### config.mk
export PLATFORM = sky130hd
export DESIGN_NAME = reg_file_sb
export DESIGN_NICKNAME = d
export VERILOG_FILES = /design/src/rtl/reg_file_sb.sv
export SDC_FILE = /design/constraint.sdc
export NUM_CORES = 1
export LEC_CHECK = 0
export CORE_UTILIZATION = 57
export DETAILED_ROUTE_END_ITERATION = 8
export PLACE_DENSITY = 0.85
export SLEW_MARGIN = 20
export SYNTH_ARGS = -nofsm -noshare
export SYNTH_HDL_FRONTEND = slang
export SYNTH_SLANG_ARGS = --single-unit
### constraint.sdc
create_clock -name clk -period 5.65 [get_ports clk]
set_input_delay 0.8475 -clock clk [delete_from_list [all_inputs] [get_ports clk]]
set_output_delay 0.8475 -clock clk [all_outputs]
set_load 0.005 [all_outputs]
### src/rtl/reg_file_sb.sv
// reg_file_sb: parametrised register file with write-back scoreboard.
// Two combinational read ports (optional same-cycle write bypass), one
// write-back port, per-register busy flags with issue-stall generation,
// a one-cycle-latency debug read port and a fixed observation output.
//
// Ports:
//   clk, rst            clock, asynchronous active-high reset
//   wr_en/wr_addr/wr_data  write-back; stores data and clears busy
//   rs1/rs2 -> rd_a/rd_b   combinational reads
//   hazard_a/hazard_b      source operand still in flight
//   iss_en/iss_rd          issue request reserving a destination
//   iss_stall              issue refused this cycle
//   busy_vec               registered busy flags, one per register
//   dbg_addr -> dbg_data   registered debug read of the stored array
//   obs_out                stored contents of register OBS_REG
module reg_file_sb #(
  parameter int unsigned DATA_W  = 16,
  parameter int unsigned ADDR_W  = 3,
  parameter int unsigned ZERO_R0 = 0,
  parameter int unsigned BYPASS  = 1,
  parameter int unsigned OBS_REG = 3
) (
  input  logic                    clk,
  input  logic                    rst,
  input  logic                    wr_en,
  input  logic [ADDR_W-1:0]       wr_addr,
  input  logic [DATA_W-1:0]       wr_data,
  input  logic [ADDR_W-1:0]       rs1,
  input  logic [ADDR_W-1:0]       rs2,
  output logic [DATA_W-1:0]       rd_a,
  output logic [DATA_W-1:0]       rd_b,
  input  logic                    iss_en,
  input  logic [ADDR_W-1:0]       iss_rd,
  output logic                    iss_stall,
  output logic                    hazard_a,
  output logic                    hazard_b,
  output logic [(1<<ADDR_W)-1:0]  busy_vec,
  input  logic [ADDR_W-1:0]       dbg_addr,
  output logic [DATA_W-1:0]       dbg_data,
  output logic [DATA_W-1:0]       obs_out
);

  localparam int unsigned       DEPTH   = 1 << ADDR_W;
  localparam bit                ZERO_EN = (ZERO_R0 != 0);
  localparam bit                BYP_EN  = (BYPASS != 0);
  localparam logic [ADDR_W-1:0] OBS_IDX = ADDR_W'(OBS_REG);

  logic [DATA_W-1:0] bank_q [DEPTH];
  logic [DATA_W-1:0] bank_d [DEPTH];
  logic [DEPTH-1:0]  busy_q, busy_d;
  logic [DATA_W-1:0] dbg_q, dbg_d;

  logic zero_a, zero_b, zero_w, zero_i;
  logic fwd_a, fwd_b;
  logic hz_a, hz_b, hz_d;
  logic iss_ok;

  // Read ports, bypass and hazard detection.
  always_comb begin
    zero_a = ZERO_EN && (rs1 == '0);
    zero_b = ZERO_EN && (rs2 == '0);
    zero_w = ZERO_EN && (wr_addr == '0);
    zero_i = ZERO_EN && (iss_rd == '0);

    fwd_a = BYP_EN && wr_en && (wr_addr == rs1) && !zero_a;
    fwd_b = BYP_EN && wr_en && (wr_addr == rs2) && !zero_b;

    rd_a = zero_a ? '0 : (fwd_a ? wr_data : bank_q[rs1]);
    rd_b = zero_b ? '0 : (fwd_b ? wr_data : bank_q[rs2]);

    hz_a = busy_q[rs1] && !fwd_a && !zero_a;
    hz_b = busy_q[rs2] && !fwd_b && !zero_b;
    // WAW guard: a destination still in flight may only be re-reserved
    // in the cycle its pending result writes back.
    hz_d = busy_q[iss_rd] && !(wr_en && (wr_addr == iss_rd)) && !zero_i;

    iss_ok    = iss_en && !hz_a && !hz_b && !hz_d;
    iss_stall = iss_en && !iss_ok;
    hazard_a  = hz_a;
    hazard_b  = hz_b;
  end

  // Next-state for array, busy flags and debug register.
  always_comb begin
    bank_d = bank_q;
    busy_d = busy_q;
    dbg_d  = bank_q[dbg_addr];
    if (wr_en && !zero_w) begin
      bank_d[wr_addr] = wr_data;
      busy_d[wr_addr] = 1'b0;
    end
    // Applied after the clear so a same-register reservation wins.
    if (iss_ok && !zero_i) begin
      busy_d[iss_rd] = 1'b1;
    end
  end

  // State registers.
  always_ff @(posedge clk or posedge rst) begin
    if (rst) begin
      for (int unsigned i = 0; i < DEPTH; i++) begin
        bank_q[i] <= '0;
      end
      busy_q <= '0;
      dbg_q  <= '0;
    end else begin
      bank_q <= bank_d;
      busy_q <= busy_d;
      dbg_q  <= dbg_d;
    end
  end

  assign busy_vec = busy_q;
  assign dbg_data = dbg_q;
  assign obs_out  = bank_q[OBS_IDX];

endmodule
==> results.toml <==
[timing]
fin_setup_tns_ns = 0
finalCritPeriodShare = 0.7884
hold_viol_final = 0
fmax_ghz = 0.2245
fin_crit_ns = 4.454
relSlewSlack = 0.2379
slew_violations = 0
rsz0062_at_grt = "false"
worst_slew_pin_slew_ns = 1.140
finClkSkew_ns = 0.005166
setup_viol = 0

[logic_synthesis]
synthCells = 646
postSynthAreaPerCell_sq_um = 14.48
syn_nets = 681
yosysSeqAreaShare = 0.4066
synth_seq_cells = 152
yosysWarningCount = 0
synth.distinct_cells = 39
netlist_area_sq_um = 9354

[clocking]
cts_setup_buffers = 0
worstSkewPairLatency_ns = 0.42
cts_tree = "built"
path_clk_slew_ns = 0.06
cts_resized = 0
htree_levels = 4
numCtsBuffers = 17
clk_root_buffer_cell = "clkbuf_16"
cts_hold_repair.buffers = 0
clk_path_buf_depth = 2
clkSinkCount = 152

[drt]
wl_per_cell_um = 24.99
drtIter0Drc = 599
dr.pass1.iters = 6
drc = 0
drt-total-wl_mm = 23.44
ant_nets = 0
vias = 6212
vias_per_cell = 6.623

[setup_path]
cp.required_ns = 4.80
worstPathArrival_ns = 3.61
ff2ff_setup_slack_ns = 3.63
cpMaxStageDelayCell = "clkdlybuf4s50_1"
worstSetupEndpointType = "primary output"
crit_chain = "clkdlybuf4s50_1 > xnor2_1 > nand4_1 > buf_4 > o2111a_2 > o21a_1 > clkdlybuf4s50_1"
cpPeakStageDelay_ns = 0.88
start_kind = "input port"
cp_max_fo = 33
r2r-start = "busy_vec[5]"
r2r_end = "busy_vec[3]"
path_class = "in -> out"
worst_path_most_repeated_cell = "clkdlybuf4s50_1"
reg2reg_depth = 4

[power_and_ir_drop]
pwr-share-clk = 0.299
switchingPower_mw = 1.127
swShare = 0.2793
p_comb_frac = 0.309
power_leakage_nw = 4.399
internal-power_mw = 2.907
power.density_nw_per_um2 = 368.0
ir_worst_vdd_v = 0.0002482
seqPwrFrac = 0.392

[cells_and_area]
fill_cells = 1071
syn_to_final_growth_pct = 17.19
antenna-diode-count = 0
multi_input_area_sq_um = 5029
nets = 744
post-route-util = 0.6876
layout_commonest_cell = "dfrtp_1"
drive_gt1_frac = 0.3213
regArea_sq_um = 3804
mostFrequentLayoutCells = "dfrtp_1, clkdlybuf4s50_1, mux4_2, mux2_1, mux2_2"

[floorplan]
die_area_sq_um = 16930
die_y_um = 130.1
dieWidth_um = 130.1
rows = 46
io_pins = 110
coreArea_sq_um = 15940
start_util = 0.5867

[outcome]
status = "completed"

[global_route]
track_usage = 0.3002
grt_pass1_wl_mm = 36.80
grt_max_degree = 113
antenna_found_initial = 0
grt_pass1_vias = 6709
grt.overflow.total = 0

[hold_path]
hold_end = "bank_q[119]"
min-delay-start = "bank_q[119]"
whs_path_depth = 1
hp-class = "reg -> reg"

[place]
portBuffers = 109
dpl.hpwl_mm = 14.16
globalplace.congestion = 0.8086

[flow_run]
drv_cap = 0
## cell usage after synthesis
master | n | share of area
a22oi_2 | 1 | 0.0013
clkbuf_1 | 17 | 0.0068
and3_1 | 1 | 0.00067
o32ai_2 | 4 | 0.0070
inv_1 | 5 | 0.0020
o211ai_1 | 1 | 0.00080
o21ai_0 | 1 | 0.00053
buf_4 | 21 | 0.017
nand2b_1 | 2 | 0.0013
nor2b_1 | 1 | 0.00067
o21a_1 | 1 | 0.00080
nand4_1 | 5 | 0.0033
xnor2_1 | 9 | 0.0084
buf_8 | 5 | 0.0080
o2111a_2 | 1 | 0.0013
buf_2 | 12 | 0.0064
and2b_2 | 2 | 0.0019
mux4_2 | 99 | 0.24
o2111ai_1 | 1 | 0.00094
nand2_1 | 26 | 0.010
o31ai_2 | 4 | 0.0054
nand4b_1 | 3 | 0.0028
a21oi_1 | 16 | 0.0086
o21ai_1 | 15 | 0.0080
and2b_1 | 1 | 0.00080
dfrtp_1 | 152 | 0.41
a32o_1 | 1 | 0.0011
nand3_1 | 4 | 0.0021
nor3_4 | 2 | 0.0035
mux2i_1 | 34 | 0.036
buf_6 | 5 | 0.0060
nor2_1 | 19 | 0.0076
mux2_1 | 86 | 0.10
mux2_2 | 61 | 0.073
mux2_4 | 1 | 0.0016
and4_1 | 1 | 0.00094
inv_2 | 1 | 0.00040
buf_1 | 23 | 0.0092
nor3b_4 | 2 | 0.0040
## power groups by stage
| stage | combinational (mW) | clock (mW) | sequential [mW] |
|---|---|---|---|
| after detailed placement | 1.24 | 0 | 1.59 |
| after global placement | 1.20 | 0 | 1.55 |
| after floorplan | 0.814 | 0 | 1.52 |
| final | 1.24 | 1.21 | 1.58 |
| after global routing | 1.33 | 1.26 | 1.62 |
| after CTS | 1.25 | 1.22 | 1.58 |
## registers in the layout (all words and copies together), names as in the netlist
signal / flops
busy_vec: 8
bank_q: 112
dbg_data: 16
obs_out: 16
## metal layers
layer | up-vias | GRT usage | wire, um
li1 | 2598 | - | -
met1 | 3221 | 0.3872 | 9198
met2 | 326 | 0.4819 | 11700
met3 | 67 | 0.07216 | 1831
met4 | 0 | 0.1443 | 707
met5 | - | 0 | 0
## how the worst max path moves through the flow
stage	from	endpoint	slack, ns
floorplan	rst	bank_q[0]	0.71
global placement	iss_rd[0]	iss_stall	1.40
detailed placement	wr_addr[2]	iss_stall	1.25
CTS	wr_addr[2]	iss_stall	1.24
global route	wr_addr[0]	iss_stall	1.11
finish	wr_addr[2]	iss_stall	1.20
## stage by stage
step / worst slack, ns / instances / power [mW] / cell area [sq um] / hold WS (ns)
6_report: 1.196 / 938 / 4.034 / 10960 / 0.5295
3_5_place_dp: 1.247 / 906 / 2.828 / 10330 / 0.5174
4_1_cts: 1.237 / 938 / 4.046 / 10960 / 0.5307
5_1_grt: 1.114 / 938 / 4.215 / 10960 / 0.5564
3_3_place_gp: 1.395 / 906 / 2.752 / 10330 / 0.4989
2_1_floorplan: 0.7094 / 646 / 2.335 / 9354 / 0.4869
## cell families (layout without fill, tap and decap cells)
logic type,Yosys count,count (layout),synth area share
compound gates,46,46,0.03571
mux,281,281,0.4533
flops,152,152,0.4066
xor+xnor,9,9,0.008427
buf+inv,89,165,0.05578
simple gates,69,69,0.04013
## cell type report
| class | instances | share of cell area |
|---|---|---|
| multi-input cells | 405 | 0.4587 |
| flip-flops and latches | 152 | 0.3470 |
| repair buffers | 127 | 0.1096 |
| clock buffers | 25 | 0.04703 |
| well taps | 216 | 0.02465 |
| clock inverters | 7 | 0.01027 |
| inverters | 6 | 0.002739 |
## critical path, delay by kind of cell
| family | cells | cell delay (ns) |
|---|---|---|
| xor gates and xnor gates | 1 | 0.17 |
| buffers and inverters | 3 | 1.78 |
| AOI/OAI and AO/OA | 2 | 0.66 |
| and+or+nand+nor | 1 | 0.14 |
(Power assumes the default switching activity.)
